[config.mk]
export PLATFORM = sky130hd
export DESIGN_NAME = alu_exec_stage
export DESIGN_NICKNAME = d
export VERILOG_FILES = /design/src/rtl/alu_exec_stage.sv
export SDC_FILE = /design/constraint.sdc
export NUM_CORES = 1
export LEC_CHECK = 0
export CAP_MARGIN = 40
export CORE_MARGIN = 4
export CORE_UTILIZATION = 55
export CTS_CLUSTER_SIZE = 25
export DETAILED_ROUTE_END_ITERATION = 8
export PLACE_DENSITY = 0.82
export SLEW_MARGIN = 20
export SYNTH_ARGS = -nofsm -noshare
export SYNTH_HDL_FRONTEND = slang
export SYNTH_SLANG_ARGS = --single-unit
[constraint.sdc]
create_clock -name clk -period 1.32 [get_ports clk]
set_input_delay 0.264 -clock clk [delete_from_list [all_inputs] [get_ports clk]]
set_output_delay 0.264 -clock clk [all_outputs]
set_load 0.05 [all_outputs]
[src/rtl/alu_exec_stage.sv]
// Execute stage feeding the register-file write port: single-cycle ALU ops plus,
// when JAM_EX_MUL_EN is defined, an unsigned shift-add multiplier that stalls the stage.
`timescale 1ns/1ps
module alu_exec_stage #(
    parameter int W  = 8,
    parameter int AW = 3
) (
    input  logic          clk,
    input  logic          rst,
    input  logic          in_valid,
    output logic          in_ready,
    input  logic [3:0]    op,
    input  logic [AW-1:0] rd_in,
    input  logic [W-1:0]  a,
    input  logic [W-1:0]  b,
    output logic          wb_en,
    output logic [AW-1:0] wb_addr,
    output logic [W-1:0]  wb_data,
    output logic [3:0]    flags,
    output logic          busy
);

    logic [W-1:0] alu_res;
    logic         alu_c;
    logic         alu_v;
    logic         alu_wr;
    logic [W:0]   sum;
    logic [W:0]   diff;
    logic         accept;

    // Borrow for SUB falls out of the extra top bit: it is set exactly when a < b.
    always_comb begin
        sum     = {1'b0, a} + {1'b0, b};
        diff    = {1'b0, a} - {1'b0, b};
        alu_res = '0;
        alu_c   = 1'b0;
        alu_v   = 1'b0;
        alu_wr  = 1'b1;
        case (op)
            4'd0: begin
                alu_res = sum[W-1:0];
                alu_c   = sum[W];
                alu_v   = (a[W-1] == b[W-1]) && (sum[W-1] != a[W-1]);
            end
            4'd1: begin
                alu_res = diff[W-1:0];
                alu_c   = diff[W];
                alu_v   = (a[W-1] != b[W-1]) && (diff[W-1] != a[W-1]);
            end
            4'd2: alu_res = a & b;
            4'd3: alu_res = a | b;
            4'd4: alu_res = a ^ b;
            4'd5: begin
                alu_res = {a[W-2:0], 1'b0};
                alu_c   = a[W-1];
            end
            4'd6: begin
                alu_res = {1'b0, a[W-1:1]};
                alu_c   = a[0];
            end
            4'd7: alu_res = b;
            default: alu_wr = 1'b0;
        endcase
    end

    assign accept = in_valid && in_ready;

`ifdef JAM_EX_MUL_EN
    typedef enum logic {IDLE, MUL} state_t;

    localparam int CW = $clog2(W);
    localparam logic [CW-1:0] LAST_ITER = CW'(W - 1);

    state_t          state;
    state_t          state_next;
    logic [2*W-1:0]  acc;
    logic [2*W-1:0]  mcand;
    logic [2*W-1:0]  acc_step;
    logic [W-1:0]    mplier;
    logic [CW-1:0]   iter;
    logic [AW-1:0]   mul_rd;
    logic            start_mul;
    logic            mul_done;

    always_ff @(posedge clk or posedge rst) begin
        if (rst) state <= IDLE;
        else     state <= state_next;
    end

    always_comb begin
        state_next = state;
        in_ready   = 1'b1;
        busy       = 1'b0;
        start_mul  = 1'b0;
        mul_done   = 1'b0;
        acc_step   = acc + (mplier[0] ? mcand : '0);
        case (state)
            IDLE: begin
                if (in_valid && op == 4'd8) begin
                    start_mul  = 1'b1;
                    state_next = MUL;
                end
            end
            MUL: begin
                in_ready = 1'b0;
                busy     = 1'b1;
                if (iter == LAST_ITER) begin
                    mul_done   = 1'b1;
                    state_next = IDLE;
                end
            end
        endcase
    end

    // One partial product per clock; the final step's sum goes straight to writeback.
    always_ff @(posedge clk or posedge rst) begin
        if (rst) begin
            acc    <= '0;
            mcand  <= '0;
            mplier <= '0;
            iter   <= '0;
            mul_rd <= '0;
        end else if (start_mul) begin
            acc    <= '0;
            mcand  <= {{W{1'b0}}, a};
            mplier <= b;
            iter   <= '0;
            mul_rd <= rd_in;
        end else if (state == MUL) begin
            acc    <= acc_step;
            mcand  <= mcand << 1;
            mplier <= mplier >> 1;
            iter   <= iter + CW'(1);
        end
    end
`else
    assign in_ready = 1'b1;
    assign busy     = 1'b0;
`endif

    always_ff @(posedge clk or posedge rst) begin
        if (rst) begin
            wb_en   <= 1'b0;
            wb_addr <= '0;
            wb_data <= '0;
            flags   <= '0;
        end else begin
            wb_en <= 1'b0;
            if (accept && alu_wr) begin
                wb_en   <= 1'b1;
                wb_addr <= rd_in;
                wb_data <= alu_res;
                flags   <= {alu_res[W-1], alu_res == '0, alu_c, alu_v};
            end
`ifdef JAM_EX_MUL_EN
            else if (mul_done) begin
                wb_en   <= 1'b1;
                wb_addr <= mul_rd;
                wb_data <= acc_step[W-1:0];
                flags   <= {acc_step[W-1], acc_step[W-1:0] == '0, |acc_step[2*W-1:W], 1'b0};
            end
`endif
        end
    end

endmodule
==> results of run 1 <==
## per-stage QoR
stage | utilization (%) | worst slack (ps)
3_3_place_gp | 88.59 | -1457
3_5_place_dp | 88.59 | -1609
2_1_floorplan | - | -780.6
## Yosys cell counts, drive strengths merged (3+ instances only)
library cell / n / area share, %
mux2: 6 / 3.2
nand2: 34 / 6.0
o21ai: 15 / 3.5
a211oi: 5 / 2.2
clkbuf: 4 / 1.2
dfrtp: 15 / 18
mux2i: 8 / 3.8
o21bai: 4 / 1.4
nor3: 8 / 2.1
nor2: 23 / 4.2
nor3b: 3 / 1.1
ha: 25 / 15
nor4: 5 / 1.5
nor2b: 5 / 1.8
a31oi: 5 / 1.5
a21oi: 18 / 4.2
inv: 26 / 4.6
buf: 17 / 6.2
## cells by family after synthesis
family	synth area share, %
simple gates	21.64
compound gates	22.99
buf+inv	12.49
fa+ha+maj	16.54
mux	7.976
flops	17.60
other cells	0.3520
xor+xnor	0.4106
==> flow_summary_export.csv, run 1 <==
group,metric,value,unit
outcome,status,"did not finish",
outcome,failing_step,"4_1_cts",
outcome,error_line,"[ERROR DPL-0038] Utilization greater than 100%, impossible to legalize",
placed_design,dp_hpwl,6450,um
floorplan,die_h,70.28,um
synthesis,synthesis.area,2133,sq um
floorplan,num_rows,22,
cts,postCtsSetupBuffers,26,
placed_design,gp_congestion,0.9673,
cts,cts.htree.levels,1,
cts,cts_resized,167,
cts,clkSinkCount,15,
placed_design,postPlaceCellArea,3292,sq um
synthesis,synthCells,271,
cts,hold_buffers,0,
synthesis,synth_fp_nets,324,
synthesis,yosys_most_used_dff,"dfrtp_1",
floorplan,die-width,70.28,um
synthesis,yosysSeqAreaShare,17.60,%
synthesis,async_reset_ff_share,100.0,%
synthesis,ys_warn_count,0,
floorplan,start_util,57.41,%
synthesis,synth_cell_types,64,
floorplan,io_pins,44,
synthesis,synth_edf_count,0,
cts,root_buffer,"clkbuf_8",
placed_design,placed_cells,415,
synthesis,synth_seq_cells,15,
cts,cts_buffer_depth,2,
cts,cts_buffers,3,
placed_design,numPortBuffers,41,
synthesis,avgSynthCellArea,7.872,sq um
==> run 2: changes to the inputs <==
--- a/config.mk
+++ b/config.mk
@@ -7,10 +7,9 @@
 export LEC_CHECK = 0
 export CAP_MARGIN = 40
 export CORE_MARGIN = 4
-export CORE_UTILIZATION = 55
-export CTS_CLUSTER_SIZE = 25
+export CORE_UTILIZATION = 40
 export DETAILED_ROUTE_END_ITERATION = 8
-export PLACE_DENSITY = 0.82
+export PLACE_DENSITY_LB_ADDON = 0.15
 export SLEW_MARGIN = 20
 export SYNTH_ARGS = -nofsm -noshare
 export SYNTH_HDL_FRONTEND = slang
==> run 2 against run 1 <==
Against the previous run:
- the flow now finishes, with violations (setup timing)
- synthesized area stayed put
- synthesized cell count stayed put
==> flow_summary_export.csv, run 2 <==
group,metric,value,unit
final_layout,fin_nets,449,
cts,cts_tree,"yes",
synthesis,ys_warn_count,0,
placed_design,numPortBuffers,41,
critical_path,cp_data_required_time,1450,ps
synthesis,synth_cell_types,64,
cts,clkSinkCount,15,
critical_path,crit_chain,"buf_8, inv_6, ha_4, fa_2, o21bai_1, a21oi_2, o21ba_4, o21bai_4, mux2i_1, nor4_2, a32o_1",
timing,whs,337.8,ps
synthesis,yosys.area.top_type,"dfrtp_1",
pwr,p_leak,1.734,nW
final_layout,n_fill_cell,388,
critical_path,arrival,2180,ps
timing,hold_violations,0,
critical_path,cp.depth,11,
grt,grt_pass1_wl,11600,um
synthesis,synthesis.area,2133,sq um
synthesis,synth_fp_nets,324,
synthesis,synth_edf_count,0,
floorplan,num_rows,26,
min_path,hold_path.class,"in2async",
final_layout,insertedDiodeCount,0,
final_layout,final_common_cell,"buf_4",
final_layout,largest_reg_flops,8,
grt,grt_max_degree,20,
synthesis,synthCells,271,
final_layout,reg_top3,"wb_data x8, flags x3, wb_addr x3",
timing,fin_ws,-738.9,ps
grt,antenna_found_initial,0,
outcome,status,"finished with violations",
placed_design,dp_hpwl,5441,um
final_layout,syn_to_final_growth,81.82,%
synthesis,synth_top_area_share,17.60,%
final_layout,finish.utilization,75.46,%
detailed_routing,ant_nets,0,
timing,tns,-5103,ps
critical_path,critPathMaxStageDelay,390,ps
placed_design,gp_congestion,0.8861,
cts,path_clk_slew,50,ps
detailed_routing,first_pass_iters,4,
detailed_routing,drtIter0Drc,141,
critical_path,cp_num_buf_inv,2,
detailed_routing,via_per_inst,5.372,
critical_path,path_class,"in2reg",
cts,cts_buffers,3,
floorplan,die-width,81.03,um
critical_path,cp-end-kind,"register",
placed_design,dp_slack,-1544,ps
final_layout,layout-drive-gt1-share,54.68,%
synthesis,ys_top_cells_by_area,"dfrtp_1 18%, ha_1 15%, nand2_1 6.0%, inv_1 4.4%, a21oi_1 4.2%",
grt,grt_pass1_vias,2459,
cts,cts.htree.levels,1,
critical_path,critPathSlowestCell,"fa_2",
synthesis,async_reset_ff_share,100.0,%
critical_path,critPathMaxFanout,3,
detailed_routing,wirelength,7346,um
job,cap_viol_max_count,0,
floorplan,die_h,81.03,um
pwr,powerDensity,688.1,nW/um^2
synthesis,synth_seq_cells,15,
floorplan,core-area,5140,sq um
cts,cts_buffer_depth,2,
timing,rsz0062_at_grt,"yes",
timing,maxSlewViolCount,0,
synthesis,yosysSeqAreaShare,17.60,%
final_layout,regMostFlops,"wb_data",
synthesis,synth.cells.most_frequent,"34 x nand2_1, 25 x ha_1, 25 x inv_1",
timing,setup_viol,10,
synthesis,post-synth-top-count-cell,"nand2_1",
grt,grt_overflow_total,0,
critical_path,cp-start-kind,"input port",
critical_path,r2r_cells,1,
cts,root_buffer,"clkbuf_8",
final_layout,final_cell_mix,"90 x buf_4, 33 x nand2_1, 20 x nor2_1",
placed_design,postPlaceCellArea,3357,sq um
timing,finalCritPeriodShare,156.0,%
timing,fmax,485.7,MHz
detailed_routing,route.detailed.drc,0,
synthesis,avgSynthCellArea,7.872,sq um
grt,track_usage,22.65,%
synthesis,yosys_most_used_dff,"dfrtp_1",
floorplan,io_pins,44,
detailed_routing,num_vias,2498,
pwr,ir_drop,517.5,uV
timing,finalCriticalPeriod,2059,ps
detailed_routing,wl_per_cell,15.80,um
critical_path,cpLargestDelayFamily,"compound AO/OA/AOI/OAI gates",
cts,clk_latency,240,ps
floorplan,start_util,41.50,%
outcome,violations,"setup timing",
floorplan,die-area,6566,sq um
timing,clock_skew,0,ps
final_layout,final_area,3879,sq um
[run 2: cell counts after synthesis]
No cell type changed its count.
[run 2: cells by family (layout without fill, tap and decap cells)]
kind of cell / Yosys count / in the layout / share of synthesized area [%]
xor+xnor: 1 / 1 / 0.4106
flops: 15 / 15 / 17.60
simple gates: 93 / 93 / 21.64
mux: 15 / 15 / 7.976
compound gates: 70 / 70 / 22.99
other cells: 2 / 2 / 0.3520
buf+inv: 48 / 172 / 12.49
fa+ha+maj: 27 / 27 / 16.54
[run 2: layout make-up]
cell class,instances,area [sq um],share of cell area [%]
Clock buffer,4,45.04,1.161
Inverter,26,121.4,3.129
Multi-Input combinational cell,208,1892,48.77
Sequential cell,15,375.4,9.677
Tap cell,70,87.58,2.258
Timing Repair Buffer,141,1350,34.81
Timing Repair inverter,1,7.507,0.1935
[run 2: report_power, final]
| part | total [mW] | switching (mW) | internal (mW) |
|---|---|---|---|
| Combinational | 1.73 | 0.866 | 0.862 |
| Sequential | 0.594 | 0.0709 | 0.524 |
| Clock | 0.347 | 0.134 | 0.213 |
[run 2: routing by layer]
metal,part of all wire [%],GRT usage [%],vias to the layer above
li1,-,-,1203
met1,42,28.70,1188
met2,51,38.92,84
met3,5.0,2.772,23
met4,2.6,8.953,0
met5,0,0,-
[run 2: worst paths after layout]
kind                       startpoint         end  slack (ps)
setup / recovery                 a[0]    flags[2]        -740
hold / removal                    rst  wb_data[2]         340
setup reg to reg             flags[0]    flags[0]         470
hold reg to reg              flags[1]    flags[1]         520
max in group asynchronous         rst    flags[0]         820
min in group clk             flags[1]    flags[1]         520
[run 2: timing repair]
action	in CTS	in global routing
pin swaps	30	21
buffers inserted	15	2
endpoints found under the setup margin	15	12
cloned	2	0
hold buffers	0	0
gates resized for setup	131	23
[run 2: through the flow]
| step | total power, mW | instances |
|---|---|---|
| detailed placement | 2.083 | 442 |
| CTS | 2.606 | 463 |
| floorplan | 1.374 | 271 |
| global route | 2.825 | 465 |
| finish | 2.669 | 465 |
| global placement | 2.064 | 442 |
Power figures use the tool's default switching activity.
==> run 3: changes to the inputs <==
--- a/config.mk
+++ b/config.mk
@@ -5,6 +5,7 @@
 export SDC_FILE = /design/constraint.sdc
 export NUM_CORES = 1
 export LEC_CHECK = 0
+export ABC_CLOCK_PERIOD_IN_PS = 1320
 export CAP_MARGIN = 40
 export CORE_MARGIN = 4
 export CORE_UTILIZATION = 40
==> results of run 3 <==
Final layout, timing and power as in run 2 (identical DEF).
